$ cat src/rtl/rv_run_ctrl.sv
// Debug run-control sequencer: halt/resume/single-step/PC breakpoint via a fetch freeze,
// plus a retired-instruction counter. Optional retire trace enabled by RV_RUN_CTRL_TRACE_EN.
module rv_run_ctrl #(
  parameter int DRAIN_CYCLES = 5,
  parameter int RETIRE_W     = 32,
  parameter int RESET_HALTED = 0
) (
  input  logic                i_clk,
  input  logic                i_reset,
  input  logic                i_commit_valid,
  input  logic [31:0]         i_commit_pc,
  input  logic                i_fetch_fire,
  input  logic                i_cmd_valid,
  output logic                o_cmd_ready,
  input  logic [2:0]          i_cmd_op,
  input  logic [31:0]         i_cmd_arg,
  output logic                o_fetch_stall,
  output logic                o_halted,
  output logic [1:0]          o_halt_cause,
  output logic                o_bp_active,
  output logic [RETIRE_W-1:0] o_retire_cnt
`ifdef RV_RUN_CTRL_TRACE_EN
  ,
  output logic [31:0]         o_last_pc,
  output logic                o_last_valid
`endif
);

  localparam logic [1:0] S_RUN        = 2'd0;
  localparam logic [1:0] S_DRAIN      = 2'd1;
  localparam logic [1:0] S_HALTED     = 2'd2;
  localparam logic [1:0] S_STEP_ISSUE = 2'd3;

  localparam logic [1:0] CAUSE_NONE = 2'd0;
  localparam logic [1:0] CAUSE_CMD  = 2'd1;
  localparam logic [1:0] CAUSE_BP   = 2'd2;
  localparam logic [1:0] CAUSE_STEP = 2'd3;

  localparam logic [2:0] OP_HALT   = 3'd0;
  localparam logic [2:0] OP_RESUME = 3'd1;
  localparam logic [2:0] OP_STEP   = 3'd2;
  localparam logic [2:0] OP_SET_BP = 3'd3;
  localparam logic [2:0] OP_CLR_BP = 3'd4;

  localparam logic [1:0] S_RESET     = (RESET_HALTED != 0) ? S_HALTED : S_RUN;
  localparam logic [1:0] CAUSE_RESET = (RESET_HALTED != 0) ? CAUSE_CMD : CAUSE_NONE;

  // Drain counter must be at least one bit wide even when DRAIN_CYCLES is 1.
  localparam int DW = (DRAIN_CYCLES > 1) ? $clog2(DRAIN_CYCLES) : 1;
  localparam logic [DW-1:0]       DRAIN_LOAD = DW'(DRAIN_CYCLES - 1);
  localparam logic [DW-1:0]       DRAIN_ONE  = DW'(1);
  localparam logic [RETIRE_W-1:0] RETIRE_ONE = RETIRE_W'(1);

  logic [1:0]          r_state;
  logic [1:0]          r_pending_cause;
  logic [1:0]          r_halt_cause;
  logic [DW-1:0]       r_drain_cnt;
  logic                r_bp_active;
  logic [31:0]         r_bp_addr;
  logic [RETIRE_W-1:0] r_retire_cnt;

  logic [1:0]          w_state_next;
  logic [1:0]          w_pending_next;
  logic [1:0]          w_halt_cause_next;
  logic                w_load_drain;
  logic                w_bp_active_next;
  logic [31:0]         w_bp_addr_next;
  logic                w_cmd_ready;
  logic                w_cmd_fire;
  logic                w_bp_hit;

  assign w_cmd_ready = (r_state == S_RUN) || (r_state == S_HALTED);
  assign w_cmd_fire  = i_cmd_valid && w_cmd_ready;
  assign w_bp_hit    = r_bp_active && i_commit_valid && (i_commit_pc == r_bp_addr);

  always_comb begin
    w_state_next      = r_state;
    w_pending_next    = r_pending_cause;
    w_halt_cause_next = r_halt_cause;
    w_load_drain      = 1'b0;
    case (r_state)
      S_RUN: begin
        // A breakpoint hit outranks a simultaneous HALT; the HALT is still consumed.
        if (w_bp_hit) begin
          w_state_next   = S_DRAIN;
          w_pending_next = CAUSE_BP;
          w_load_drain   = 1'b1;
        end else if (w_cmd_fire && (i_cmd_op == OP_HALT)) begin
          w_state_next   = S_DRAIN;
          w_pending_next = CAUSE_CMD;
          w_load_drain   = 1'b1;
        end
      end
      S_DRAIN: begin
        if (r_drain_cnt == '0) begin
          w_state_next      = S_HALTED;
          w_halt_cause_next = r_pending_cause;
        end
      end
      S_HALTED: begin
        if (w_cmd_fire && (i_cmd_op == OP_RESUME)) begin
          w_state_next      = S_RUN;
          w_halt_cause_next = CAUSE_NONE;
        end else if (w_cmd_fire && (i_cmd_op == OP_STEP)) begin
          w_state_next = S_STEP_ISSUE;
        end
      end
      S_STEP_ISSUE: begin
        if (i_fetch_fire) begin
          w_state_next   = S_DRAIN;
          w_pending_next = CAUSE_STEP;
          w_load_drain   = 1'b1;
        end
      end
      default: begin
        w_state_next = S_RUN;
      end
    endcase
  end

  always_comb begin
    w_bp_active_next = r_bp_active;
    w_bp_addr_next   = r_bp_addr;
    if (w_cmd_fire && (i_cmd_op == OP_SET_BP)) begin
      w_bp_active_next = 1'b1;
      w_bp_addr_next   = i_cmd_arg;
    end else if (w_cmd_fire && (i_cmd_op == OP_CLR_BP)) begin
      w_bp_active_next = 1'b0;
    end
  end

  always_ff @(posedge i_clk or posedge i_reset) begin
    if (i_reset) begin
      r_state         <= S_RESET;
      r_pending_cause <= CAUSE_NONE;
      r_halt_cause    <= CAUSE_RESET;
    end else begin
      r_state         <= w_state_next;
      r_pending_cause <= w_pending_next;
      r_halt_cause    <= w_halt_cause_next;
    end
  end

  always_ff @(posedge i_clk or posedge i_reset) begin
    if (i_reset) begin
      r_drain_cnt <= '0;
    end else if (w_load_drain) begin
      r_drain_cnt <= DRAIN_LOAD;
    end else if ((r_state == S_DRAIN) && (r_drain_cnt != '0)) begin
      r_drain_cnt <= r_drain_cnt - DRAIN_ONE;
    end
  end

  always_ff @(posedge i_clk or posedge i_reset) begin
    if (i_reset) begin
      r_bp_active <= 1'b0;
      r_bp_addr   <= '0;
    end else begin
      r_bp_active <= w_bp_active_next;
      r_bp_addr   <= w_bp_addr_next;
    end
  end

  always_ff @(posedge i_clk or posedge i_reset) begin
    if (i_reset) begin
      r_retire_cnt <= '0;
    end else if (i_commit_valid) begin
      r_retire_cnt <= r_retire_cnt + RETIRE_ONE;
    end
  end

`ifdef RV_RUN_CTRL_TRACE_EN
  logic [31:0] r_last_pc;
  logic        r_last_valid;

  always_ff @(posedge i_clk or posedge i_reset) begin
    if (i_reset) begin
      r_last_pc    <= '0;
      r_last_valid <= 1'b0;
    end else if (i_commit_valid) begin
      r_last_pc    <= i_commit_pc;
      r_last_valid <= 1'b1;
    end
  end

  assign o_last_pc    = r_last_pc;
  assign o_last_valid = r_last_valid;
`endif

  assign o_cmd_ready   = w_cmd_ready;
  assign o_fetch_stall = (r_state == S_DRAIN) || (r_state == S_HALTED);
  assign o_halted      = (r_state == S_HALTED);
  assign o_halt_cause  = r_halt_cause;
  assign o_bp_active   = r_bp_active;
  assign o_retire_cnt  = r_retire_cnt;

endmodule

$ cat config.mk
export PLATFORM = sky130hd
export DESIGN_NAME = rv_run_ctrl
export DESIGN_NICKNAME = d
export VERILOG_FILES = /design/src/rtl/rv_run_ctrl.sv
export SDC_FILE = /design/constraint.sdc
export NUM_CORES = 1
export LEC_CHECK = 0
export BUFFER_PORTS_ARGS = -buffer_cell sky130_fd_sc_hd__buf_2
export CAP_MARGIN = 10
export CORE_MARGIN = 2
export CORE_UTILIZATION = 35
export CTS_BUF_LIST = sky130_fd_sc_hd__clkbuf_8 sky130_fd_sc_hd__clkbuf_16
export DETAILED_ROUTE_END_ITERATION = 12
export SLEW_MARGIN = 5
export SYNTH_ARGS = -nofsm -noshare
export SYNTH_HDL_FRONTEND = slang
export SYNTH_SLANG_ARGS = --single-unit
$ cat constraint.sdc
create_clock -name i_clk -period 1.85 [get_ports i_clk]
set_input_delay 0.0925 -clock i_clk [delete_from_list [all_inputs] [get_ports i_clk]]
set_output_delay 0.0925 -clock i_clk [all_outputs]
set_load 0.005 [all_outputs]
==> flow_summary.yaml <==
routing:
  detail_route.wl_per_cell_um: 13.7
  wl_met2_um: 4300
  drt_iter0_markers: 82
  drt_pass1_iterations: 4
  final_antenna_net_count: 0
  vias_per_cell: 4.57
  wl_met1_um: 3770
  wl_um: 8580
  top_layer: "met4"
  via_count: 2867
  wl_met3_um: 263
  post-route-drc-count: 0
clock_network:
  cts_buffers: 9
  cts_root_buf: "clkbuf_8"
  clockBufferDepth: 2
  clkTransAtPathRegs_ps: 80
  cts_htree_levels: 3
  clk_latency_ps: 350
  clock_sinks: 74
  cts_tree: "built"
power_and_ir_drop:
  combPwrFrac_pct: 35.2
  p_per_area_mw_per_mm2: 1170
  p_leak_uw: 0.00257
  p_int_uw: 4100
  seqPwrFrac_pct: 41.1
  sw_frac_of_total_pct: 31.9
  p_switching_uw: 1920
  peakVddDrop_mv: 0.554
  clkPwrFrac_pct: 23.7
logic_synthesis:
  synth_cell_types: 35
  ys_warn_count: 0
  synth_edf_count: 0
  synth_cells: 308
  ys_top_cells_by_area: "dfrtp_1 52%, mux2_2 11%, xor2_1 8.3%, xnor2_1 7.6%, nand2_1 2.9%"
  yosys.area.top_type_share_pct: 51.8
  syn-num-nets: 387
  yosysSeqAreaShare_pct: 51.8
  ys_async_sr_fraction_pct: 100
  synth_flop_cell: "dfrtp_1"
  yosysTopAreaCell: "dfrtp_1"
  netlist_area_mm2: 0.00357
  synth-seq-cells: 74
  postSynthAreaPerCell_um2: 11.6
floorplanning:
  start_util_pct: 36.4
  die_w_um: 105
  fp.coreArea_mm2: 0.00982
  fp.dieH_um: 105
  io_pins: 110
  rows: 36
  die_area_mm2: 0.0110
run_status:
  status: "finished, violations left"
  violations: "negative setup slack"
cells_and_area:
  stdcell_count: 628
  final_common_cell: "buf_2"
  regArea_mm2: 0.00185
  mostFrequentLayoutCells: "109 x buf_2, 74 x dfrtp_1, 35 x mux2_2"
  area_delta_synth_final_pct: 44.2
  fill_cells: 919
  multi_input_area_mm2: 0.00173
  final_area_mm2: 0.00515
  nNetsFinal: 568
  drive_above_1_share_pct: 43.1
sta:
  finalSetupViolCount: 3
  finalHoldViolCount: 0
  max_freq_mhz: 528
  drv_slew: 0
  min_period_ps: 1890
  skew_ps: 8.87
  setup_tns_ps: -85.4
  worst_pin_slew_ps: 389
  rsz0062_at_grt: "yes"
  relSlewSlack_pct: 73.8
  min_period_over_period_pct: 102
  layout_setup_ws_ps: -44.1
global_route:
  grt_max_degree: 24
  gr-usage-all-layers_pct: 16.5
  grt_pass1_wl_um: 14300
  grt_pass1_vias: 3020
  antenna_found_initial: 1
  grt_overflow: 0
place:
  placement.io_buffers: 109
  place_congestion: 0.791
  place_hpwl_um: 6500
  dpl-instance-area_mm2: 0.00450
  dp_cells: 574
critical_path:
  cp_max_fo: 4
  max_stage_delay_ps: 430
  endpoint_kind: "flop"
  startpoint_type: "flop"
  required_ps: 2120
  crit_type: "reg2reg"
  crit_slowest_cell: "or3_4"
  cp_cell_sequence: "and4_4, nand4_4, or3b_4, or3_4, nor2_2, xor2_1"
  cp.arrival_ps: 2160
flow_run:
  max_cap_violations: 0
hold_path:
  hp-class: "in2reg"
[state kept, by name, summed over array words and instances (netlist names)]
signal	flops
o_retire_cnt	32
r_bp_addr	32
r_drain_cnt	3
o_halt_cause	2
r_pending_cause	2
r_state	2
o_bp_active	1
[synthesized netlist by cell type, types with 2 or more instances]
library cell,number
nor2_1,16
nand3_1,10
nor2_2,3
buf_1,3
ha_1,7
nand2_1,28
dfrtp_1,74
nand2b_1,2
mux2_2,35
nor3_1,2
o21ai_0,7
nand4_1,8
nor4_1,7
a21oi_1,5
xnor2_1,31
and4_1,2
and3_1,6
inv_1,12
xor2_1,34
[worst max-delay path: cells and delay by family, from the launching register on]
family / cells / cell delay (ps)
xor+xnor: 1 / 140
flops: 1 / 370
simple gates: 5 / 1300
[layout make-up]
class,count,area share [%]
Multi-Input combinational cell,218,33.6
Clock buffer,10,2.67
Sequential cell,74,36.0
Tap cell,133,3.23
Timing Repair Buffer,174,21.9
Inverter,12,0.948
Antenna cell,1,0.0486
Clock inverter,6,1.72
[final timing paths]
| check | cells after the start | start | end | slack [ps] |
|---|---|---|---|---|
| min reg2reg | 1 | o_retire_cnt[24] | o_retire_cnt[24] | 490 |
| max reg2reg | 6 | o_retire_cnt[5] | o_retire_cnt[24] | -40 |
| max in group asynchronous | 5 | i_reset | o_retire_cnt[14] | 1010 |
| max | 6 | o_retire_cnt[5] | o_retire_cnt[24] | -40 |
| min | 2 | i_cmd_arg[5] | r_bp_addr[5] | 10 |
| min in group asynchronous | 3 | i_reset | r_drain_cnt[1] | 200 |
[cells by family after synthesis]
kind of cell | after synthesis | share of synthesized area, %
xor gates and xnor gates | 65 | 15.9
AOI/OAI and AO/OA | 18 | 3.01
DFF | 74 | 51.8
buffers and inverters | 16 | 1.68
adders and majority gates | 7 | 2.45
and+or+nand+nor | 93 | 14.0
muxes | 35 | 11.0
[power groups by stage]
| stage | sequential [uW] | combinational (uW) | clock [uW] |
|---|---|---|---|
| after floorplan | 2480 | 1280 | 0 |
| after CTS | 2480 | 2060 | 1480 |
| after detailed placement | 2510 | 1940 | 0 |
| after global routing | 2540 | 2380 | 1550 |
| final | 2470 | 2120 | 1430 |
| after global placement | 2480 | 1890 | 0 |
[per-stage QoR]
stage                     setup slack (ps)  utilization (%)  power, uW  hold WS, ps
after floorplan                      -52.8                -       3760          184
after global placement                -154             45.9       4370         15.6
after detailed placement              -201             45.9       4450         22.4
after CTS                            -32.7             51.7       6020         1.54
after global routing                  -157             52.4       6470         11.9
final                                -44.1             52.4       6020         12.0
[layer usage]
layer / GRT usage [%] / vias to the layer above
met5: 0 / -
met3: 3.06 / 21
met4: 8.19 / 0
met2: 27.3 / 55
li1: - / 1408
met1: 20.6 / 1383
[what timing repair did]
action                                  CTS  global route
hold buffers                             32             0
pin swaps                                 8            14
cloned                                    0             0
endpoints found under the hold margin   102             0
buffers inserted                          1             4
endpoints found under the setup margin   10            45
gates resized for setup                   7             8
Note: power is estimated with default switching activity, not from simulation.
